[src/rtl/mbr_mem_arbiter_if.sv]
// mbr_mem_arbiter_if: requester and memory handshake bundle for the MBR memory arbiter.
interface mbr_mem_arbiter_if;
    logic        f_req;
    logic [15:0] f_addr;
    logic        d_req;
    logic        d_we;
    logic [15:0] d_addr;
    logic        mem_ack;
    logic        mem_req;
    logic        mem_we;
    logic [15:0] mem_addr;
    logic        C3;
    logic        C11;
    logic        f_done;
    logic        d_done;
    logic        err;
    logic        busy;
    modport master (
        output f_req, f_addr, d_req, d_we, d_addr, mem_ack,
        input  mem_req, mem_we, mem_addr, C3, C11, f_done, d_done, err, busy
    );
    modport slave (
        input  f_req, f_addr, d_req, d_we, d_addr, mem_ack,
        output mem_req, mem_we, mem_addr, C3, C11, f_done, d_done, err, busy
    );
endinterface

[src/rtl/mbr_mem_arbiter.sv]
// mbr_mem_arbiter: round-robin fetch/data arbiter driving one memory port with ack timeout.
module mbr_mem_arbiter #(
    parameter int TIMEOUT = 15
) (
    input logic               clk,
    input logic               rst,
    mbr_mem_arbiter_if.slave  bus
);
    typedef enum logic [1:0] {IDLE, WSTAGE, ACCESS, DONE} state_t;
    localparam logic [7:0] LIM = 8'(TIMEOUT - 1);
    state_t      state_q;
    logic [15:0] addr_q;
    logic [7:0]  cnt_q;
    logic        we_q, gnt_q, last_q;
    logic        mem_req_q, c11_q, f_done_q, d_done_q, err_q;
    logic        gnt_d, we_d;
    logic [15:0] addr_d;
    always_comb begin
        gnt_d  = (bus.f_req && bus.d_req) ? ~last_q : bus.d_req;
        addr_d = gnt_d ? bus.d_addr : bus.f_addr;
        we_d   = gnt_d & bus.d_we;
    end
    always_ff @(posedge clk) begin
        if (rst) begin
            state_q   <= IDLE;
            addr_q    <= '0;
            cnt_q     <= '0;
            we_q      <= 1'b0;
            gnt_q     <= 1'b0;
            last_q    <= 1'b1;
            mem_req_q <= 1'b0;
            c11_q     <= 1'b0;
            f_done_q  <= 1'b0;
            d_done_q  <= 1'b0;
            err_q     <= 1'b0;
        end else begin
            c11_q    <= 1'b0;
            f_done_q <= 1'b0;
            d_done_q <= 1'b0;
            err_q    <= 1'b0;
            case (state_q)
                IDLE: if (bus.f_req || bus.d_req) begin
                    gnt_q  <= gnt_d;
                    last_q <= gnt_d;
                    addr_q <= addr_d;
                    we_q   <= we_d;
                    cnt_q  <= '0;
                    if (we_d) begin
                        state_q <= WSTAGE;
                        c11_q   <= 1'b1;
                    end else begin
                        state_q   <= ACCESS;
                        mem_req_q <= 1'b1;
                    end
                end
                WSTAGE: begin
                    state_q   <= ACCESS;
                    mem_req_q <= 1'b1;
                end
                // an ack arriving on the limit cycle still completes normally
                ACCESS: if (bus.mem_ack || cnt_q == LIM) begin
                    state_q   <= DONE;
                    mem_req_q <= 1'b0;
                    f_done_q  <= ~gnt_q;
                    d_done_q  <= gnt_q;
                    err_q     <= ~bus.mem_ack;
                end else begin
                    cnt_q <= cnt_q + 8'd1;
                end
                default: state_q <= IDLE;
            endcase
        end
    end
    assign bus.mem_req  = mem_req_q;
    assign bus.mem_we   = mem_req_q & we_q;
    assign bus.mem_addr = mem_req_q ? addr_q : '0;
    // C3 suppressed while reset is pending so an aborted read never loads the MBR
    assign bus.C3       = (state_q == ACCESS) & bus.mem_ack & ~we_q & ~rst;
    assign bus.C11      = c11_q;
    assign bus.f_done   = f_done_q;
    assign bus.d_done   = d_done_q;
    assign bus.err      = err_q;
    assign bus.busy     = state_q != IDLE;
endmodule

[src/flat_wrapper.sv]
// flat-port wrapper written by rule: the top's interface ports become plain ports
module mbr_mem_arbiter_flat 
#(
    parameter int TIMEOUT = 15
)
  (clk, rst, bus_f_req, bus_f_addr, bus_d_req, bus_d_we, bus_d_addr, bus_mem_ack, bus_mem_req, bus_mem_we, bus_mem_addr, bus_C3, bus_C11, bus_f_done, bus_d_done, bus_err, bus_busy);
  mbr_mem_arbiter_if bus_i ();
  input logic clk;
  input logic rst;
  input wire logic [$bits(bus_i.f_req)-1:0] bus_f_req;
  input wire logic [$bits(bus_i.f_addr)-1:0] bus_f_addr;
  input wire logic [$bits(bus_i.d_req)-1:0] bus_d_req;
  input wire logic [$bits(bus_i.d_we)-1:0] bus_d_we;
  input wire logic [$bits(bus_i.d_addr)-1:0] bus_d_addr;
  input wire logic [$bits(bus_i.mem_ack)-1:0] bus_mem_ack;
  output wire logic [$bits(bus_i.mem_req)-1:0] bus_mem_req;
  output wire logic [$bits(bus_i.mem_we)-1:0] bus_mem_we;
  output wire logic [$bits(bus_i.mem_addr)-1:0] bus_mem_addr;
  output wire logic [$bits(bus_i.C3)-1:0] bus_C3;
  output wire logic [$bits(bus_i.C11)-1:0] bus_C11;
  output wire logic [$bits(bus_i.f_done)-1:0] bus_f_done;
  output wire logic [$bits(bus_i.d_done)-1:0] bus_d_done;
  output wire logic [$bits(bus_i.err)-1:0] bus_err;
  output wire logic [$bits(bus_i.busy)-1:0] bus_busy;
  assign bus_i.f_req = bus_f_req;
  assign bus_i.f_addr = bus_f_addr;
  assign bus_i.d_req = bus_d_req;
  assign bus_i.d_we = bus_d_we;
  assign bus_i.d_addr = bus_d_addr;
  assign bus_i.mem_ack = bus_mem_ack;
  assign bus_mem_req = bus_i.mem_req;
  assign bus_mem_we = bus_i.mem_we;
  assign bus_mem_addr = bus_i.mem_addr;
  assign bus_C3 = bus_i.C3;
  assign bus_C11 = bus_i.C11;
  assign bus_f_done = bus_i.f_done;
  assign bus_d_done = bus_i.d_done;
  assign bus_err = bus_i.err;
  assign bus_busy = bus_i.busy;
  mbr_mem_arbiter #(.TIMEOUT(TIMEOUT)) u_core (.clk(clk), .rst(rst), .bus(bus_i));
endmodule
[config.mk]
export PLATFORM = sky130hd
export DESIGN_NAME = mbr_mem_arbiter_flat
export DESIGN_NICKNAME = d
export VERILOG_FILES = /design/src/rtl/mbr_mem_arbiter_if.sv /design/src/rtl/mbr_mem_arbiter.sv /design/src/flat_wrapper.sv
export SDC_FILE = /design/constraint.sdc
export NUM_CORES = 1
export LEC_CHECK = 0
export ABC_AREA = 1
export CORE_AREA = 2 2 87 56
export DETAILED_ROUTE_END_ITERATION = 10
export DIE_AREA = 0 0 89 58
export HOLD_SLACK_MARGIN = 0.02
export MAX_ROUTING_LAYER = met4
export PLACE_DENSITY = 0.82
export SYNTH_ARGS = -nofsm -noshare
export SYNTH_HDL_FRONTEND = slang
export SYNTH_SLANG_ARGS = --single-unit
[constraint.sdc]
create_clock -name clk -period 1.7 [get_ports clk]
set_input_delay 0.34 -clock clk [delete_from_list [all_inputs] [get_ports clk]]
set_output_delay 0.34 -clock clk [all_outputs]
set_load 0.02 [all_outputs]
==> reports/metrics.csv, run 1 <==
metric,value,unit
h-tree-depth,2,
grt_max_degree,33,
clock_latency,0.29,ns
start_util,0.432,
start_kind,flip-flop,
fmax,608,MHz
worstPathRequired,1.36,ns
cts_tree,yes,
relSlewSlack,0.844,
slew_violations,0,
swShare,0.392,
crit_path_end_kind,output port,
grt_pass1_wl,8530,µm
cts_buffer_depth,2,
cap_violations,0,
outcome,"finished, final reports clean",
place_ws,-0.342,ns
worstMarginPinSlew,0.233,ns
routabilityCongestion,0.864,
finalHoldViolations,0,
numPortBuffers,61,
synth_seq_cells,34,
synthFlopType,dfxtp_1,
vias_per_cell,4.89,
mappedNetlistArea,0.00189,mm²
peakVddDrop,0.000600,V
fin_cells,434,
first_pass_iters,4,
hold_class,flip-flop to flip-flop,
seqPwrFrac,0.274,
crit_type,flip-flop to output port,
r2r_end,u_core.cnt_q[7],
fin_util,0.662,
min_to,u_core.bus.f_done,
antenna_found_initial,0,
crit_arrival,1.30,ns
drt_iter0_drc,153,
drive_above_1_share,0.148,
synth_cells,289,
cts_made_buffers,5,
io_pins,62,
area_growth,53.2,%
rsz0062_at_grt,yes,
grt_pass1_vias,1994,
regToRegStartpoint,u_core.state_q[0],
die_x,89,µm
dpl.hpwl,3880,µm
gr-total-overflow,0,
drtAntennaViolNets,0,
hold_depth,1,
power_leakage,1.46,nW
cts_root_buf,clkbuf_8,
pwr-share-clk,0.212,
worstPathMaxFanout,2,
place_inst,424,
synth_nets,332,
power_density,1480,mW/mm²
grt_usage,0.220,
wirelength,5390,µm
ys_seq_area_frac,0.360,
fin_ws,0.0557,ns
core-area,0.00437,mm²
diodes,0,
drcViolationCount,0,
finClkSkew,0.0127,ns
period_share,0.967,
fp-row-count,19,
fp.dieH,58,µm
setup_viol,0,
yosys_warnings,0,
fin_nets,413,
dieArea,0.00516,mm²
async_flop_share,0,
cts.sinks,34,
routedWlPerCell,12.4,µm
ys_types,24,
avgSynthCellArea,6.54,µm²
synth_edf_count,0,
min_from,u_core.gnt_q,
vias,2121,
p_int,2.61,mW
path_clk_slew,0.08,ns
r2r.worst_path.cells,12,
rrSetupSlack,0.10,ns
p_sw,1.68,mW
power.share.combinational,0.514,
fin_crit,1.64,ns
-- how the worst max path moves through the flow --
stage,slack [ns],cells after the start,endpoint,startpoint
after detailed placement,-0.34,4,bus_C3,bus_mem_ack
after global placement,-0.32,4,bus_C3,bus_mem_ack
final,0.06,5,bus_C3,u_core.state_q[0]
after CTS,0.002,5,bus_C3,u_core.state_q[0]
after global routing,-0.04,5,bus_C3,u_core.state_q[0]
after floorplan,0.17,4,bus_mem_addr[10],u_core.bus.mem_req
-- critical path: stages (launching register included) --
cell,delay (ns)
dfxtp_1,0.31
inv_1,0.08
ha_2,0.20
inv_2,0.06
nor4_4,0.19
buf_4,0.17
-- layout by cell type, fill, tap and decap left out --
cell type and count:
buf_12 3, o21bai_4 1, inv_2 2, nor2_1 29
clkbuf_8 5, and2_4 1, a21oi_1 7, bufinv_16 2
dlygate4sd2_1 17, o21ai_0 17, dfxtp_1 34, buf_2 1
nand2_2 3, nor4_4 1, nand2_1 86, or2_2 1
clkdlybuf4s15_1 1, clkdlybuf4s50_1 41, clkinv_1 1, buf_4 24
ha_2 1, nor3b_1 1, nand3_2 7, a21oi_4 1
nand4_1 4, clkinv_4 1, clkbuf_16 1, a31oi_1 16
ha_1 4, nand3_1 15, inv_1 43
-- cell usage after synthesis (4+ instances only) --
cell | instances | share of area
inv_1 | 43 | 0.085
dfxtp_1 | 34 | 0.36
ha_1 | 5 | 0.033
nand3_1 | 15 | 0.040
nand3_2 | 7 | 0.037
a21oi_1 | 7 | 0.019
nor2_1 | 29 | 0.058
buf_2 | 5 | 0.013
buf_4 | 4 | 0.016
nand2_1 | 87 | 0.17
o21ai_0 | 17 | 0.045
nand4_1 | 4 | 0.013
clkbuf_1 | 4 | 0.0079
a31oi_1 | 16 | 0.053
-- per-stage QoR --
step,area [µm²],TNS [ns],total power [mW],hold WS [ns]
CTS,2840,0,4.14,0.462
detailed placement,2730,-0.356,3.30,0.438
finish,2890,0,4.30,0.469
global placement,2730,-0.321,3.23,0.438
floorplan,1900,0,2.44,0.413
global route,2890,-0.0416,4.59,0.487
-- power by group through the flow --
stage / Sequential, mW / Clock (mW) / Combinational, mW
2_1_floorplan: 1.18 / 0 / 1.26
3_3_place_gp: 1.17 / 0 / 2.07
3_5_place_dp: 1.18 / 0 / 2.12
4_1_cts: 1.17 / 0.915 / 2.05
5_1_grt: 1.20 / 0.953 / 2.43
6_report: 1.18 / 0.910 / 2.21
-- state kept, by name, indices dropped and copies added, names as in the netlist --
signal,count
u_core.bus.mem_req,1
u_core.bus.f_done,1
u_core.cnt_q,8
u_core.bus.err,1
u_core.addr_q,16
u_core.bus.d_done,1
u_core.bus.C11,1
u_core.we_q,1
u_core.state_q,2
u_core.last_q,1
u_core.gnt_q,1
-- area by class of cell --
class | count | area, µm²
fillers | 375 | 1480
well taps | 63 | 78.8
repair buffers | 88 | 840
multi-input cells | 195 | 985
flip-flops and latches | 34 | 681
clock inverters | 3 | 68.8
clock buffers | 5 | 68.8
inverters | 46 | 173
-- per-layer routing --
layer / vias up / global-route usage / wire length, µm / share of wire
met3: 4 / 0.0556 / 314 / 0.058
met2: 61 / 0.346 / 2540 / 0.47
met5: - / - / 0 / 0
met4: 0 / 0.0789 / 52 / 0.0097
li1: 1071 / - / - / -
met1: 985 / 0.276 / 2480 / 0.46
-- what timing repair did --
item	CTS	global route
buffers inserted	0	1
pin swaps	0	1
cloned	0	1
gates resized for setup	26	8
hold buffers	0	0
endpoints found under the setup margin	20	11
-- cells by family after synthesis --
kind of cell             Yosys count  synth area share
AND/OR/NAND/NOR                  148             0.341
adder cells (fa/ha/maj)            5            0.0331
buffers and inverters             60             0.134
flip-flops                        34             0.360
AO/OA/AOI/OAI                     42             0.131
No activity file was read; power rests on OpenSTA's default activity.
==> inputs of run 2 (changes only) <==
- CORE_AREA: 2 2 87 56 -> 2 2 86 55
- CTS_CLUSTER_DIAMETER: unset -> 50
- DIE_AREA: 0 0 89 58 -> 0 0 88 57
- PLACE_DENSITY: 0.82 -> 0.85
- RECOVER_POWER: unset -> 50
==> run 2 against run 1 <==
  * Clock skew shrank 0.0027 ns
  * Die area shrank 2.8%
  * Register-to-register slack gained 0.03 ns
  * Power shrank 8.8%
  * Final area shrank 4.2%
  * Non-clock buffer count shrank 6
  * Via count shrank 4.5%
  * Fmax grew 2.3%
  * Critical endpoint unchanged
  * Largest cell class unchanged
==> reports/metrics.csv, run 2 (synthesis gave the netlist of run 1 again) <==
metric,value,unit,change
crit_arrival,1.27,ns,-0.03 ns
fin_ws,0.0926,ns,+0.0369 ns
die_x,88,µm,-1.1%
grt_max_degree,33,,unchanged
place_area,0.00269,mm²,-1.6%
grt_pass1_wl,7780,µm,-8.7%
drt_iter0_drc,78,,-49%
drtAntennaViolNets,0,,unchanged
hold_depth,1,,unchanged
fin_crit,1.61,ns,-0.0369 ns
diodes,0,,unchanged
power,3.92,mW,-8.8%
place_ws,-0.322,ns,+0.0197 ns
area_growth,46.7,%,
drcViolationCount,0,,unchanged
cts.sinks,34,,unchanged
fp.dieH,57,µm,-1.7%
largest_reg_flops,16,,unchanged
power_density,1410,mW/mm²,-4.7%
final_area,0.00277,mm²,-4.2%
startpoint,u_core.state_q[0],,
routedWlPerCell,11.0,µm,-11%
fin_nets,407,,-1.5%
fin_util,0.644,,-0.0175
drive_above_1_share,0.126,,-0.0219
min_from,u_core.gnt_q,,
dieArea,0.00502,mm²,-2.8%
largest_register,u_core.addr_q,,
path_clk_slew,0.07,ns,about the same
worstPathRequired,1.36,ns,about the same
period_share,0.946,,-0.0217
worstPathMaxFanout,2,,unchanged
power_leakage,1.42,nW,-2.7%
crit_path_end_kind,output port,,
outcome,"finished, final reports clean",,
core-area,0.00430,mm²,-1.6%
grt_pass1_vias,1782,,-11%
place_inst,420,,-0.94%
reg_top3,"u_core.addr_q x16, u_core.cnt_q x8, u_core.state_q x2",,
hold_class,flip-flop to flip-flop,,
relSlewSlack,0.818,,-0.0259
cts_root_buf,clkbuf_8,,
peakVddDrop,0.000561,V,-6.5%
rsz0062_at_grt,no,,
finClkSkew,0.0101,ns,-0.00268 ns
wirelength,4720,µm,-12%
h-tree-depth,2,,unchanged
fmax,622,MHz,+2.3%
cts_buffer_depth,2,,unchanged
worstMarginPinSlew,0.272,ns,+0.0394 ns
setup_viol,0,,unchanged
regToRegStartpoint,u_core.state_q[1],,
grt_usage,0.205,,-0.0151
layout_common_cells,"nand2_1, inv_1, clkdlybuf4s50_1",,
vias,2025,,-4.5%
fin_cells,427,,-1.6%
finalHoldViolations,0,,unchanged
numPortBuffers,61,,unchanged
cts_tree,yes,,
fp-row-count,19,,unchanged
dpl.hpwl,3630,µm,-6.3%
start_util,0.439,,+0.00716
first_pass_iters,5,,+1
routabilityCongestion,0.915,,+5.8%
cap_violations,0,,unchanged
antenna_found_initial,0,,unchanged
cts_made_buffers,5,,unchanged
clock_latency,0.28,ns,about the same
final_common_cell,nand2_1,,
vias_per_cell,4.74,,-3.0%
gr-total-overflow,0,,unchanged
r2r.worst_path.cells,9,,-3
crit_type,flip-flop to output port,,
io_pins,62,,unchanged
slew_violations,0,,unchanged
start_kind,flip-flop,,
-- run 2: stage by stage --
stage,TNS [ns],hold slack (ns)
4_1_cts,-0.0766,0.438
5_1_grt,0,0.478
3_5_place_dp,-0.322,0.427
3_3_place_gp,-0.323,0.430
2_1_floorplan,0,0.413
6_report,0,0.437
-- run 2: per-layer routing --
layer | GRT usage | routed length (µm) | part of all wire | vias up
met1 | 0.267 | 2210 | 0.47 | 893
met3 | 0.0449 | 278 | 0.059 | 9
met4 | 0.0791 | 96 | 0.020 | 0
met5 | - | 0 | 0 | -
met2 | 0.312 | 2130 | 0.45 | 69
li1 | - | - | - | 1054
-- run 2: report_power, final --
part,leakage (nW),switching [mW],internal [mW]
Combinational,1.08,1.13,0.873
Sequential,0.280,0.138,1.03
Clock,0.0573,0.275,0.469
Total,1.42,1.54,2.37
-- run 2: worst max-delay path: stages, from the launching register on --
cell and delay (ns):
dfxtp_1 0.31, inv_1 0.07, ha_1 0.18, inv_2 0.06, nor4_2 0.19, buf_4 0.17
-- run 2: final timing paths --
check                 endpoint  slack, ns
min reg2reg  u_core.bus.f_done       0.44
max                     bus_C3       0.09
max reg2reg   u_core.addr_q[9]       0.13
min          u_core.bus.f_done       0.44
-- run 2: layout make-up --
cell class,count,area (µm²)
inverter,46,173
multi-input combinational,195,966
clock buffer,6,82.6
tap,63,78.8
clock inverter,1,30.0
sequential,34,681
timing repair buffer,82,761
fill,386,1530
-- run 2: timing repair --
action	CTS	global route
hold buffers	0	0
setup buffers	0	0
endpoints found under the setup margin	20	9
resized for setup	23	8
==> inputs of run 3 (changes only) <==
- PLACE_DENSITY: 0.85 -> 0.91
==> run 3 against run 2 <==
  * Worst hold slack better by 0.025 ns
  * Sequential cell count unchanged
  * Sequential share of layout area decreased by 0.076 points
  * Sequential power about the same
  * Largest cell class unchanged
  * Highest routed layer unchanged
==> reports/metrics.csv, run 3 (synthesis gave the netlist of run 1 again) <==
metric,value,unit,change
power_leakage,1.42,nW,+0.22%
worstPathMaxFanout,2,,unchanged
path_cells,inv_1 > ha_2 > inv_2 > nor4_2 > buf_4,,
power_density,1420,mW/mm²,+0.21%
start_kind,flip-flop,,
worstPathRequired,1.36,ns,about the same
gr-total-overflow,0,,unchanged
antenna_found_initial,0,,unchanged
power,3.95,mW,+0.70%
layout_common_cells,"nand2_1, inv_1, clkdlybuf4s50_1",,
crit_type,flip-flop to output port,,
period_share,0.956,,+0.0107
area_growth,47.4,%,
hold_depth,2,,+1
hold_class,flip-flop to flip-flop,,
drcViolationCount,0,,unchanged
rrSetupSlack,0.13,ns,about the same
r2r_end,u_core.cnt_q[7],,
crit_path_end_kind,output port,,
grt_usage,0.225,,+0.0204
fin_crit,1.63,ns,+0.0181 ns
largest_register,u_core.addr_q,,
p_sw,1.65,mW,+7.0%
swShare,0.419,,+0.0248
fp-row-count,19,,unchanged
largest_reg_flops,16,,unchanged
crit_path_max_incr_delay,0.31,ns,about the same
first_pass_iters,4,,-1
reg_top3,"u_core.addr_q x16, u_core.cnt_q x8, u_core.state_q x2",,
slew_violations,0,,unchanged
peakVddDrop,0.000583,V,+4.0%
routedWlPerCell,12.5,µm,+13%
min_to,u_core.bus.d_done,,
diodes,0,,unchanged
place_ws,-0.330,ns,-0.00746 ns
drtAntennaViolNets,0,,unchanged
outcome,"finished, final reports clean",,
start_util,0.439,,unchanged
core-area,0.00430,mm²,unchanged
routabilityCongestion,0.895,,-2.2%
relSlewSlack,0.818,,about the same
path_clk_slew,0.07,ns,about the same
setup_viol,0,,unchanged
cap_violations,0,,unchanged
p_int,2.29,mW,-3.4%
grt_pass1_vias,1970,,+11%
grt_pass1_wl,8650,µm,+11%
min_from,u_core.gnt_q,,
dieArea,0.00502,mm²,unchanged
fmax,615,MHz,-1.1%
drive_above_1_share,0.134,,+0.00714
h-tree-depth,2,,unchanged
fin_nets,409,,+0.49%
cts_root_buf,clkbuf_8,,
dpl.hpwl,3900,µm,+7.4%
finalHoldViolations,0,,unchanged
vias,2095,,+3.5%
cts_buffer_depth,2,,unchanged
die_x,88,µm,unchanged
grt_max_degree,33,,unchanged
r2r.worst_path.cells,12,,+3
power.share.combinational,0.541,,+0.030
cp_slowest_cell,dfxtp_1,,
crit_arrival,1.29,ns,+0.02 ns
cts_tree,yes,,
cts.sinks,34,,unchanged
vias_per_cell,4.87,,+2.7%
multiInputGateArea,971,µm²,+0.52%
regToRegStartpoint,u_core.state_q[0],,
final_common_cell,nand2_1,,
numPortBuffers,61,,unchanged
regArea,682,µm²,+0.18%
worstMarginPinSlew,0.273,ns,+0.000676 ns
seqPwrFrac,0.300,,about the same
drt_iter0_drc,134,,+72%
fp.dieH,57,µm,unchanged
fill_cells,367,,-4.9%
cts_made_buffers,5,,unchanged
io_pins,62,,unchanged
finClkSkew,0.0101,ns,-0.00000210 ns
wirelength,5360,µm,+14%
clock_latency,0.29,ns,about the same
fin_ws,0.0745,ns,-0.0181 ns
pwr-share-clk,0.160,,-0.030
-- run 3: worst max-delay path, delay by kind of cell (launching register included) --
| family | cells | cell delay [ns] |
|---|---|---|
| adder cells (fa/ha/maj) | 1 | 0.21 |
| buffers and inverters | 3 | 0.29 |
| flip-flops | 1 | 0.31 |
| AND/OR/NAND/NOR | 1 | 0.19 |
-- run 3: metrics by stage --
stage | hold WS [ns] | cells | util | TNS, ns | cell area (µm²)
floorplan | 0.413 | 289 | - | 0 | 1900
global placement | 0.432 | 420 | 0.624 | -0.320 | 2690
detailed placement | 0.447 | 420 | 0.624 | -0.330 | 2690
CTS | 0.460 | 428 | 0.641 | -0.111 | 2760
global route | 0.469 | 430 | 0.647 | -0.00310 | 2790
finish | 0.462 | 430 | 0.647 | 0 | 2790
-- run 3: what timing repair did --
action,CTS,global route
hold buffers,0,0
setup endpoints to repair,20,12
gates resized for setup,22,10
gates cloned,0,1
buffers inserted,0,1
-- run 3: cell type report --
class                      count  share of cell area
inverter                      46              0.0620
multi-input combinational    195               0.349
timing repair buffer          84               0.282
clock inverter                 2             0.00449
sequential                    34               0.245
clock buffer                   6              0.0296
tap                           63              0.0283
-- run 3: layer usage --
| layer | vias to the layer above | wire length, µm | GRT usage |
|---|---|---|---|
| met4 | 0 | 87 | 0.0813 |
| met2 | 74 | 2500 | 0.348 |
| met1 | 952 | 2440 | 0.292 |
| met5 | - | 0 | - |
| li1 | 1060 | - | - |
| met3 | 9 | 335 | 0.0492 |
-- run 3: how the worst max path moves through the flow --
stage | start | end | depth (start not counted)
finish | u_core.state_q[0] | bus_C3 | 5
global route | u_core.state_q[0] | bus_C3 | 5
CTS | u_core.state_q[0] | bus_C3 | 5
detailed placement | bus_mem_ack | bus_C3 | 4
global placement | bus_mem_ack | bus_C3 | 4
floorplan | u_core.bus.mem_req | bus_mem_addr[10] | 4
-- run 3: power by group through the flow --
stage | Clock [mW] | Combinational, mW | Sequential [mW]
global placement | 0 | 1.99 | 1.18
floorplan | 0 | 1.26 | 1.18
detailed placement | 0 | 2.06 | 1.19
finish | 0.630 | 2.13 | 1.18
CTS | 0.638 | 2.01 | 1.17
global route | 0.677 | 2.38 | 1.21
